### config.mk
export PLATFORM = sky130hd
export DESIGN_NAME = vga_frame_monitor_flat
export DESIGN_NICKNAME = d
export VERILOG_FILES = /design/src/rtl/vga_frame_monitor_if.sv /design/src/rtl/vga_frame_monitor.sv /design/src/flat_wrapper.sv
export SDC_FILE = /design/constraint.sdc
export NUM_CORES = 1
export LEC_CHECK = 0
export ABC_AREA = 1
export BUFFER_PORTS_ARGS = -buffer_cell sky130_fd_sc_hd__clkbuf_2
export CAP_MARGIN = 30
export CELL_PAD_IN_SITES_DETAIL_PLACEMENT = 1
export CELL_PAD_IN_SITES_GLOBAL_PLACEMENT = 1
export CORE_UTILIZATION = 44
export DETAILED_ROUTE_END_ITERATION = 7
export HOLD_SLACK_MARGIN = 0.12
export MAX_ROUTING_LAYER = met4
export PLACE_DENSITY_LB_ADDON = 0.05
export SETUP_SLACK_MARGIN = 0.5
export SYNTH_ARGS = -nofsm -noshare
export SYNTH_HDL_FRONTEND = slang
export SYNTH_SLANG_ARGS = --single-unit
### constraint.sdc
create_clock -name clk -period 4.6 [get_ports clk]
set_input_delay 0.23 -clock clk [delete_from_list [all_inputs] [get_ports clk]]
set_output_delay 0.23 -clock clk [all_outputs]
set_load 0.02 [all_outputs]
### src/rtl/vga_frame_monitor_if.sv
// VGA output bus of the mandelbrot generator, as seen by the frame monitor.
// The master drives the bus and the monitor takes the slave view.
interface vga_frame_monitor_if #(
    parameter int COLOR_W = 10
) ();
    logic               pix_en;
    logic               vga_blank;
    logic               vga_hs;
    logic               vga_vs;
    logic [COLOR_W-1:0] vga_r;
    logic [COLOR_W-1:0] vga_g;
    logic [COLOR_W-1:0] vga_b;

    modport master (
        output pix_en, vga_blank, vga_hs, vga_vs,
        output vga_r, vga_g, vga_b
    );

    modport slave (
        input pix_en, vga_blank, vga_hs, vga_vs,
        input vga_r, vga_g, vga_b
    );
endinterface

### src/rtl/vga_frame_monitor.sv
// VGA frame monitor: sync/active-area geometry checks, per-frame checksum,
// frame counting and a sticky stop after a programmable number of frames.
module vga_frame_monitor #(
    parameter int COLOR_W     = 10,
    parameter int H_ACTIVE    = 640,
    parameter int V_ACTIVE    = 480,
    parameter int CNT_W       = 12,
    parameter bit SYNC_POL    = 1'b0,
    parameter int STOP_FRAMES = 1
) (
    input  logic               clk,
    input  logic               rst,
    vga_frame_monitor_if.slave vga,
    output logic               frame_done,
    output logic [15:0]        frame_count,
    output logic [CNT_W-1:0]   last_lines,
    output logic [31:0]        checksum,
    output logic               err_hact,
    output logic               err_vact,
    output logic               err_sync,
    output logic               stop
);

    typedef enum logic {IDLE, FRAME} state_e;

    state_e                 state_q, state_d;
    logic                   hs_prev_q, hs_prev_d;
    logic                   vs_prev_q, vs_prev_d;
    logic [CNT_W-1:0]       pix_cnt_q, pix_cnt_d;
    logic [CNT_W-1:0]       line_cnt_q, line_cnt_d;
    logic [31:0]            acc_q, acc_d;
    logic                   frame_done_q, frame_done_d;
    logic [15:0]            frame_count_q, frame_count_d;
    logic [CNT_W-1:0]       last_lines_q, last_lines_d;
    logic [31:0]            checksum_q, checksum_d;
    logic                   err_hact_q, err_hact_d;
    logic                   err_vact_q, err_vact_d;
    logic                   err_sync_q, err_sync_d;
    logic                   stop_q, stop_d;

    logic                   hs_act, vs_act;
    logic                   hs_lead, vs_lead;
    logic [3*COLOR_W-1:0]   pix;

    // History registers hold "sync was active", so reset to 0 means inactive.
    assign hs_act  = (vga.vga_hs == SYNC_POL);
    assign vs_act  = (vga.vga_vs == SYNC_POL);
    assign hs_lead = hs_act && !hs_prev_q;
    assign vs_lead = vs_act && !vs_prev_q;
    assign pix     = {vga.vga_r, vga.vga_g, vga.vga_b};

    always_comb begin
        state_d       = state_q;
        hs_prev_d     = hs_prev_q;
        vs_prev_d     = vs_prev_q;
        pix_cnt_d     = pix_cnt_q;
        line_cnt_d    = line_cnt_q;
        acc_d         = acc_q;
        frame_done_d  = 1'b0;
        frame_count_d = frame_count_q;
        last_lines_d  = last_lines_q;
        checksum_d    = checksum_q;
        err_hact_d    = err_hact_q;
        err_vact_d    = err_vact_q;
        err_sync_d    = err_sync_q;
        stop_d        = stop_q;
        if (vga.pix_en) begin
            hs_prev_d = hs_act;
            vs_prev_d = vs_act;
            unique case (state_q)
                IDLE: begin
                    if (vs_lead) state_d = FRAME;
                end
                FRAME: begin
                    if (vga.vga_blank && !hs_act && !vs_act) begin
                        if (!(&pix_cnt_q)) pix_cnt_d = pix_cnt_q + 1'b1;
                        acc_d = {acc_q[30:0], acc_q[31]} + 32'(pix);
                    end
                    if (vga.vga_blank && (hs_act || vs_act)) err_sync_d = 1'b1;
                    if (hs_lead) begin
                        if (pix_cnt_q != '0) begin
                            if (!(&line_cnt_q)) line_cnt_d = line_cnt_q + 1'b1;
                            if (pix_cnt_q != CNT_W'(H_ACTIVE)) err_hact_d = 1'b1;
                        end
                        pix_cnt_d = '0;
                    end
                    // Frame close sees the line count already updated by a coincident HS edge.
                    if (vs_lead) begin
                        if (line_cnt_d != CNT_W'(V_ACTIVE)) err_vact_d = 1'b1;
                        last_lines_d  = line_cnt_d;
                        checksum_d    = acc_q;
                        acc_d         = '0;
                        line_cnt_d    = '0;
                        pix_cnt_d     = '0;
                        frame_count_d = frame_count_q + 16'd1;
                        frame_done_d  = 1'b1;
                        if (STOP_FRAMES != 0 && frame_count_d == 16'(STOP_FRAMES))
                            stop_d = 1'b1;
                    end
                end
                default: state_d = IDLE;
            endcase
        end
    end

    always_ff @(posedge clk) begin
        if (rst) begin
            state_q       <= IDLE;
            hs_prev_q     <= 1'b0;
            vs_prev_q     <= 1'b0;
            pix_cnt_q     <= '0;
            line_cnt_q    <= '0;
            acc_q         <= '0;
            frame_done_q  <= 1'b0;
            frame_count_q <= '0;
            last_lines_q  <= '0;
            checksum_q    <= '0;
            err_hact_q    <= 1'b0;
            err_vact_q    <= 1'b0;
            err_sync_q    <= 1'b0;
            stop_q        <= 1'b0;
        end else begin
            state_q       <= state_d;
            hs_prev_q     <= hs_prev_d;
            vs_prev_q     <= vs_prev_d;
            pix_cnt_q     <= pix_cnt_d;
            line_cnt_q    <= line_cnt_d;
            acc_q         <= acc_d;
            frame_done_q  <= frame_done_d;
            frame_count_q <= frame_count_d;
            last_lines_q  <= last_lines_d;
            checksum_q    <= checksum_d;
            err_hact_q    <= err_hact_d;
            err_vact_q    <= err_vact_d;
            err_sync_q    <= err_sync_d;
            stop_q        <= stop_d;
        end
    end

    assign frame_done  = frame_done_q;
    assign frame_count = frame_count_q;
    assign last_lines  = last_lines_q;
    assign checksum    = checksum_q;
    assign err_hact    = err_hact_q;
    assign err_vact    = err_vact_q;
    assign err_sync    = err_sync_q;
    assign stop        = stop_q;

endmodule

### src/flat_wrapper.sv
// flat-port wrapper written by rule: the top's interface ports become plain ports
module vga_frame_monitor_flat 
#(
    parameter int COLOR_W     = 10,
    parameter int H_ACTIVE    = 640,
    parameter int V_ACTIVE    = 480,
    parameter int CNT_W       = 12,
    parameter bit SYNC_POL    = 1'b0,
    parameter int STOP_FRAMES = 1
)
  (clk, rst, frame_done, frame_count, last_lines, checksum, err_hact, err_vact, err_sync, stop, vga_pix_en, vga_vga_blank, vga_vga_hs, vga_vga_vs, vga_vga_r, vga_vga_g, vga_vga_b);
  vga_frame_monitor_if #(.COLOR_W(COLOR_W)) vga_i ();
  input  logic clk;
  input  logic rst;
  output logic frame_done;
  output logic [15:0] frame_count;
  output logic [CNT_W-1:0] last_lines;
  output logic [31:0] checksum;
  output logic err_hact;
  output logic err_vact;
  output logic err_sync;
  output logic stop;
  input wire logic [$bits(vga_i.pix_en)-1:0] vga_pix_en;
  input wire logic [$bits(vga_i.vga_blank)-1:0] vga_vga_blank;
  input wire logic [$bits(vga_i.vga_hs)-1:0] vga_vga_hs;
  input wire logic [$bits(vga_i.vga_vs)-1:0] vga_vga_vs;
  input wire logic [$bits(vga_i.vga_r)-1:0] vga_vga_r;
  input wire logic [$bits(vga_i.vga_g)-1:0] vga_vga_g;
  input wire logic [$bits(vga_i.vga_b)-1:0] vga_vga_b;
  assign vga_i.pix_en = vga_pix_en;
  assign vga_i.vga_blank = vga_vga_blank;
  assign vga_i.vga_hs = vga_vga_hs;
  assign vga_i.vga_vs = vga_vga_vs;
  assign vga_i.vga_r = vga_vga_r;
  assign vga_i.vga_g = vga_vga_g;
  assign vga_i.vga_b = vga_vga_b;
  vga_frame_monitor #(.COLOR_W(COLOR_W), .H_ACTIVE(H_ACTIVE), .V_ACTIVE(V_ACTIVE), .CNT_W(CNT_W), .SYNC_POL(SYNC_POL), .STOP_FRAMES(STOP_FRAMES)) u_core (.clk(clk), .rst(rst), .vga(vga_i), .frame_done(frame_done), .frame_count(frame_count), .last_lines(last_lines), .checksum(checksum), .err_hact(err_hact), .err_vact(err_vact), .err_sync(err_sync), .stop(stop));
endmodule
* Word-level counts from Yosys, hierarchy flattened
Cells that the tools add are included.
** Word-level totals
- ROM bits :: 0
- Word-level logic and storage cells :: 62
- Output and inout bits :: 65
- Latch bits :: 0
- Memories :: 0
- Bits of input ports :: 36
- Bits in writable memories :: 0
- Register bits after elaboration :: 124
** Operators by class
- Mux-type cells :: 14
- Div/mod/pow operators :: 0
- Magnitude comparators :: 0
- Reduce and logical (&&, ||, !) cells :: 22
- Bitwise operators :: 4
- Multipliers :: 0
- Add/subtract/negate cells :: 4
- Equality and inequality tests :: 4
- Shifts and indexed selects :: 0
** Operator list (number)
- $mux W12 :: 10
- $mux W32 :: 2
- $add A32 B30 Y32 :: 1
- $add A12 B1 Y12 const B :: 2
- $reduce_and A12 Y1 :: 2
- $add A16 B1 Y16 const B :: 1
- $eq A16 B1 Y1 const B :: 1
- $ne A12 B10 Y1 const B :: 1
- $ne A12 B9 Y1 const B :: 1
- $reduce_and A4 Y1 :: 3
- $reduce_bool A12 Y1 :: 1
- $reduce_and A3 Y1 :: 3
- $logic_and A1 B1 Y1 :: 5
- $reduce_and A5 Y1 :: 1
- $not A1 Y1 :: 4
- $ne A3 B1 Y1 const B :: 1
- $reduce_bool A3 Y1 :: 1
- $reduce_or A3 Y1 :: 1
- $logic_not A1 Y1 :: 2
- $mux W1 :: 2
- $reduce_and A2 Y1 :: 1
- $reduce_bool A2 Y1 :: 1
- $logic_or A1 B1 Y1 :: 1

* Depth between registers and ports, before layout
- Depth after elaboration :: 8
- Mapped depth :: 14

* Worst setup path before layout
Ideal clock, no wire load.
- Path kind :: register to register
- Start point :: register u_core.acc_q[31]
- End point :: register u_core.acc_q[30]
- Setup time :: 0.132 ns
- Data required time :: 4.468 ns
- Path slack :: 2.624 ns
- Arrival time :: 1.844 ns
- Cell stages (with the launch flop) :: 15
- Path through :: dfxtp_1 > ha_1 > inv_1 > fa_1 > nand3b_1 > nand2_1 > inv_1 > o21bai_1 > nand2_1 > nand2_1 > nand2_1 > nand2_1 > nand2_1 > nand3_1 > a21oi_1
** Between the ends
- Longest elaborated chain between the ends :: 3
** RTL lines
- from (decl) :: RTL line vga_frame_monitor.sv:31 : logic [31:0] acc_q, acc_d;
- from (signal assigned) :: RTL line vga_frame_monitor.sv:113 : acc_q <= '0;
- from (signal assigned) :: RTL line vga_frame_monitor.sv:128 : acc_q <= acc_d;
- $add A32 B30 Y32 :: RTL line vga_frame_monitor.sv:77 : acc_d = {acc_q[30:0], acc_q[31]} + 32'(pix);
- $mux W32 :: RTL line vga_frame_monitor.sv:75 : if (vga.vga_blank && !hs_act && !vs_act) begin
- $mux W32 :: RTL line vga_frame_monitor.sv:88 : if (vs_lead) begin
No other way between the ends. The select of a mux whose other input is x is not followed.
A chain may end at the register's enable or synchronous reset.

* Final worst setup path
- Start point :: input port vga_vga_vs
- End point :: register u_core.frame_count_q[5] (netlist: u_core.frame_count[5])
** Between the ends
- Longest elaborated chain between the ends :: 3
** RTL lines
- from (decl) :: RTL line flat_wrapper.sv:26 : input wire logic [$bits(vga_i.vga_vs)-1:0] vga_vga_vs;
- $not A1 Y1 :: RTL line vga_frame_monitor.sv:47 : assign vs_act = (vga.vga_vs == SYNC_POL);
- $logic_and A1 B1 Y1 :: RTL line vga_frame_monitor.sv:49 : assign vs_lead = vs_act && !vs_prev_q;
- $reduce_and A3 Y1 (no line)
- to (signal assigned) :: RTL line vga_frame_monitor.sv:130 : frame_count_q <= frame_count_d;
- to (decl) :: RTL line vga_frame_monitor.sv:33 : logic [15:0] frame_count_q, frame_count_d;
No other way between the ends.

==> impl_metrics.toml <==
[drt]
drtIter0Drc = 386
dr.pass1.iters = 6
dr_total_vias = 7972
drc_errors = 0
wl_um = 24800
antenna_left = 0
routedWlPerCell_um = 16.6
vias_per_cell = 5.32

[floorplanning]
row_count = 47
die_w_um = 132
dieHeight_um = 132
num_io_pins = 101
die_area_sq_um = 17500
core_area_sq_um = 16600
initial_core_util_pct = 45.0

[final_layout]
syn_to_final_growth_pct = 18.7
fillerInstances = 2296
final_area_sq_um = 8850
final_cell_mix = "nand2_1 (278), nor2_1 (168), inv_1 (132)"
layout_commonest_cell = "nand2_1"
diodes = 0
final_util_pct = 53.4
drive_gt1_share_pct = 12.3
fin_nets = 1339

[clocking]
cts_tree = "done"
cts_resized = 0
cts-buffers-inserted = 17
cts_max_path_buffers = 2
htree_levels = 4
clk_pin_slew_ns = 0.06
cts_sinks = 124
clk_latency_ns = 0.42
cts_root_buf = "clkbuf_16"

[global_route]
grt_start_max_net_pins = 64
antenna_found_initial = 0
grt_pass1_vias = 8131
grt_pass1_wl_um = 41100
overflow = 0
track_usage_pct = 30.1

[critical_path]
cp_top_family = "buffers and inverters"
start_kind = "input port"
worstSetupPathDepth = 12
required_ns = 4.96
r2r_setup_slack_ns = 2.03
critPathSlowestCell = "nor2_4"
path_max_fanout = 46
cpMostUsedCell = "inv_1"
arrival_ns = 3.03
worst_setup_path_end_kind = "flop"
reg2reg_to = "u_core.acc_q[1]"
cp-startpoint = "vga_vga_vs"
endpoint = "u_core.frame_count[5]"
crit_type = "in -> reg"
r2r_cells = 8
worst-path-buf-inv = 7
r2r_start = "u_core.state_q"
cpPeakStageDelay_ns = 0.56
path_cells = "dlygate4sd3_1 -> clkbuf_2 -> inv_1 -> nand2_1 -> inv_1 -> nand2_1 -> nor2_4 -> inv_2 -> buf_12 -> a21oi_1 -> o21ai_0 -> inv_1"

[yosys]
synth_nets = 1243
yosys.area_share.adder_pct = 6.14
yosysWarnings = 0
synth_edf_count = 0
netlist-cell-type-count = 35
synthArstFlopShare_pct = 0
netlist_area_sq_um = 7460
netlist_instances = 1171
postSynthAreaPerCell_sq_um = 6.37
yosysSeqAreaShare_pct = 33.3
yosys.area_share.simple_pct = 33.4
ys_seq_elements = 124
synth_top_family_by_area = "simple AND/OR/NAND/NOR gates"
synth-compound-area-share_pct = 16.6
ys.flop_type = "dfxtp_1"
synth_xor_area_share_pct = 1.76
synthMuxAreaShare_pct = 0

[place]
gp_congestion = 0.891
io_buffers = 100
place.detailed.hpwl_um = 17900
placedInstanceArea_sq_um = 8150

[pwr]
switching_share_pct = 23.9
pwr-share-comb_pct = 8.2
internal_power_mw = 2.16
power_leakage_nw = 4.22
total_power_mw = 2.84
power_density_nw_per_um2 = 320
ir_worst_vdd_mv = 0.273
seq_power_share_pct = 39.2
p_switching_mw = 0.679
clkPwrFrac_pct = 52.6

[sta]
finalSetupViolations = 0
worstMarginPinSlew_ns = 0.964
slew_headroom_pct = 35.5
hold_ws_ns = 0.243
clock.fmax_mhz = 375
final-hold-violation-count = 0
min_period_over_period_pct = 57.9
drv_slew = 0
rsz0062_at_grt = "false"
tns_ns = 0
fin_skew_ns = 0.00647
period_minus_slack_ns = 2.67

[hold_path]
min_from = "vga_pix_en"
min_path_type = "in -> reg"

[job]
maxCapViolCount = 0

[status]
outcome = "completed"
worst register-to-register path, cell delays in order (launching register included):
cell and delay, ns:
dfxtp_1 0.33, nand2_1 0.37, inv_2 0.22, nand4_2 0.30, inv_2 0.53, nor2_2 0.16
buf_4 0.29, nand2_1 0.13, a21oi_1 0.08
sequential cells by signal, indices dropped and copies added, names as in the netlist:
| signal | count |
|---|---|
| u_core.acc_q | 32 |
| u_core.checksum | 32 |
| u_core.err_hact | 1 |
| u_core.err_sync | 1 |
| u_core.err_vact | 1 |
| u_core.frame_count | 16 |
| u_core.frame_done | 1 |
| u_core.hs_prev_q | 1 |
| u_core.last_lines | 12 |
| u_core.line_cnt_q | 12 |
| u_core.pix_cnt_q | 12 |
| u_core.state_q | 1 |
| u_core.stop | 1 |
| u_core.vs_prev_q | 1 |
kinds of logic (layout without fill, tap and decap cells):
logic type | after synthesis | in the layout
flops | 124 | 124
xor+xnor | 15 | 15
buf+inv | 171 | 279
simple gates | 592 | 592
compound gates | 233 | 233
fa+ha+maj | 36 | 36
how the worst min path moves through the flow:
stage | end | slack, ns | depth (start not counted)
final | u_core.state_q | 0.24 | 3
after global routing | u_core.state_q | 0.25 | 3
after CTS | u_core.state_q | 0.20 | 3
after detailed placement | u_core.stop | 0.46 | 2
after global placement | u_core.err_vact | 0.44 | 2
after floorplan | u_core.hs_prev_q | 0.32 | 1
power by group through the flow:
stage          sequential, mW  clock, mW  combinational, mW
6_report                 1.11       1.49              0.232
5_1_grt                  1.11       1.57              0.257
4_1_cts                  1.11       1.51              0.231
3_3_place_gp             1.13          0              0.219
2_1_floorplan            1.15          0              0.127
3_5_place_dp             1.13          0              0.225
synthesized netlist by cell type, types with 12 or more instances:
cell type | count | area share (%)
a21oi_1 | 118 | 7.9
clkbuf_1 | 23 | 1.2
dfxtp_1 | 124 | 33
ha_1 | 35 | 5.9
inv_1 | 132 | 6.6
nand2_1 | 278 | 14
nand3_1 | 75 | 5.0
nand3b_1 | 12 | 1.2
nand4_1 | 14 | 1.2
nor2_1 | 169 | 8.5
nor3_1 | 28 | 1.9
o21ai_0 | 85 | 5.7
xor2_1 | 15 | 1.8
area by class of cell:
cell class,instances,area [sq um],share of cell area [%]
repair buffers,111,608,6.87
well taps,220,275,3.11
multi-input cells,876,4320,48.8
flip-flops and latches,124,2480,28.1
clock buffers,21,460,5.20
clock inverters,10,188,2.12
inverters,137,514,5.81
stage by stage:
step	std cells	worst slack, ns
after floorplan	1171	2.62
after global placement	1462	1.91
after detailed placement	1463	1.98
after CTS	1499	1.96
after global routing	1499	1.74
final	1499	1.93
routing by layer:
metal	track usage (%)	routed length, um	vias up
met2	51.2	11900	171
met1	37.3	11700	3761
met5	-	0	-
met4	8.17	349	0
met3	4.23	872	34
li1	-	-	4006
timing repair:
action / in CTS / in global routing
hold buffers: 5 / 0
setup buffers: 0 / 0
hold endpoints to repair: 3 / 0
endpoints found under the setup margin: 0 / 0
Note: power is estimated with default switching activity, not from simulation.
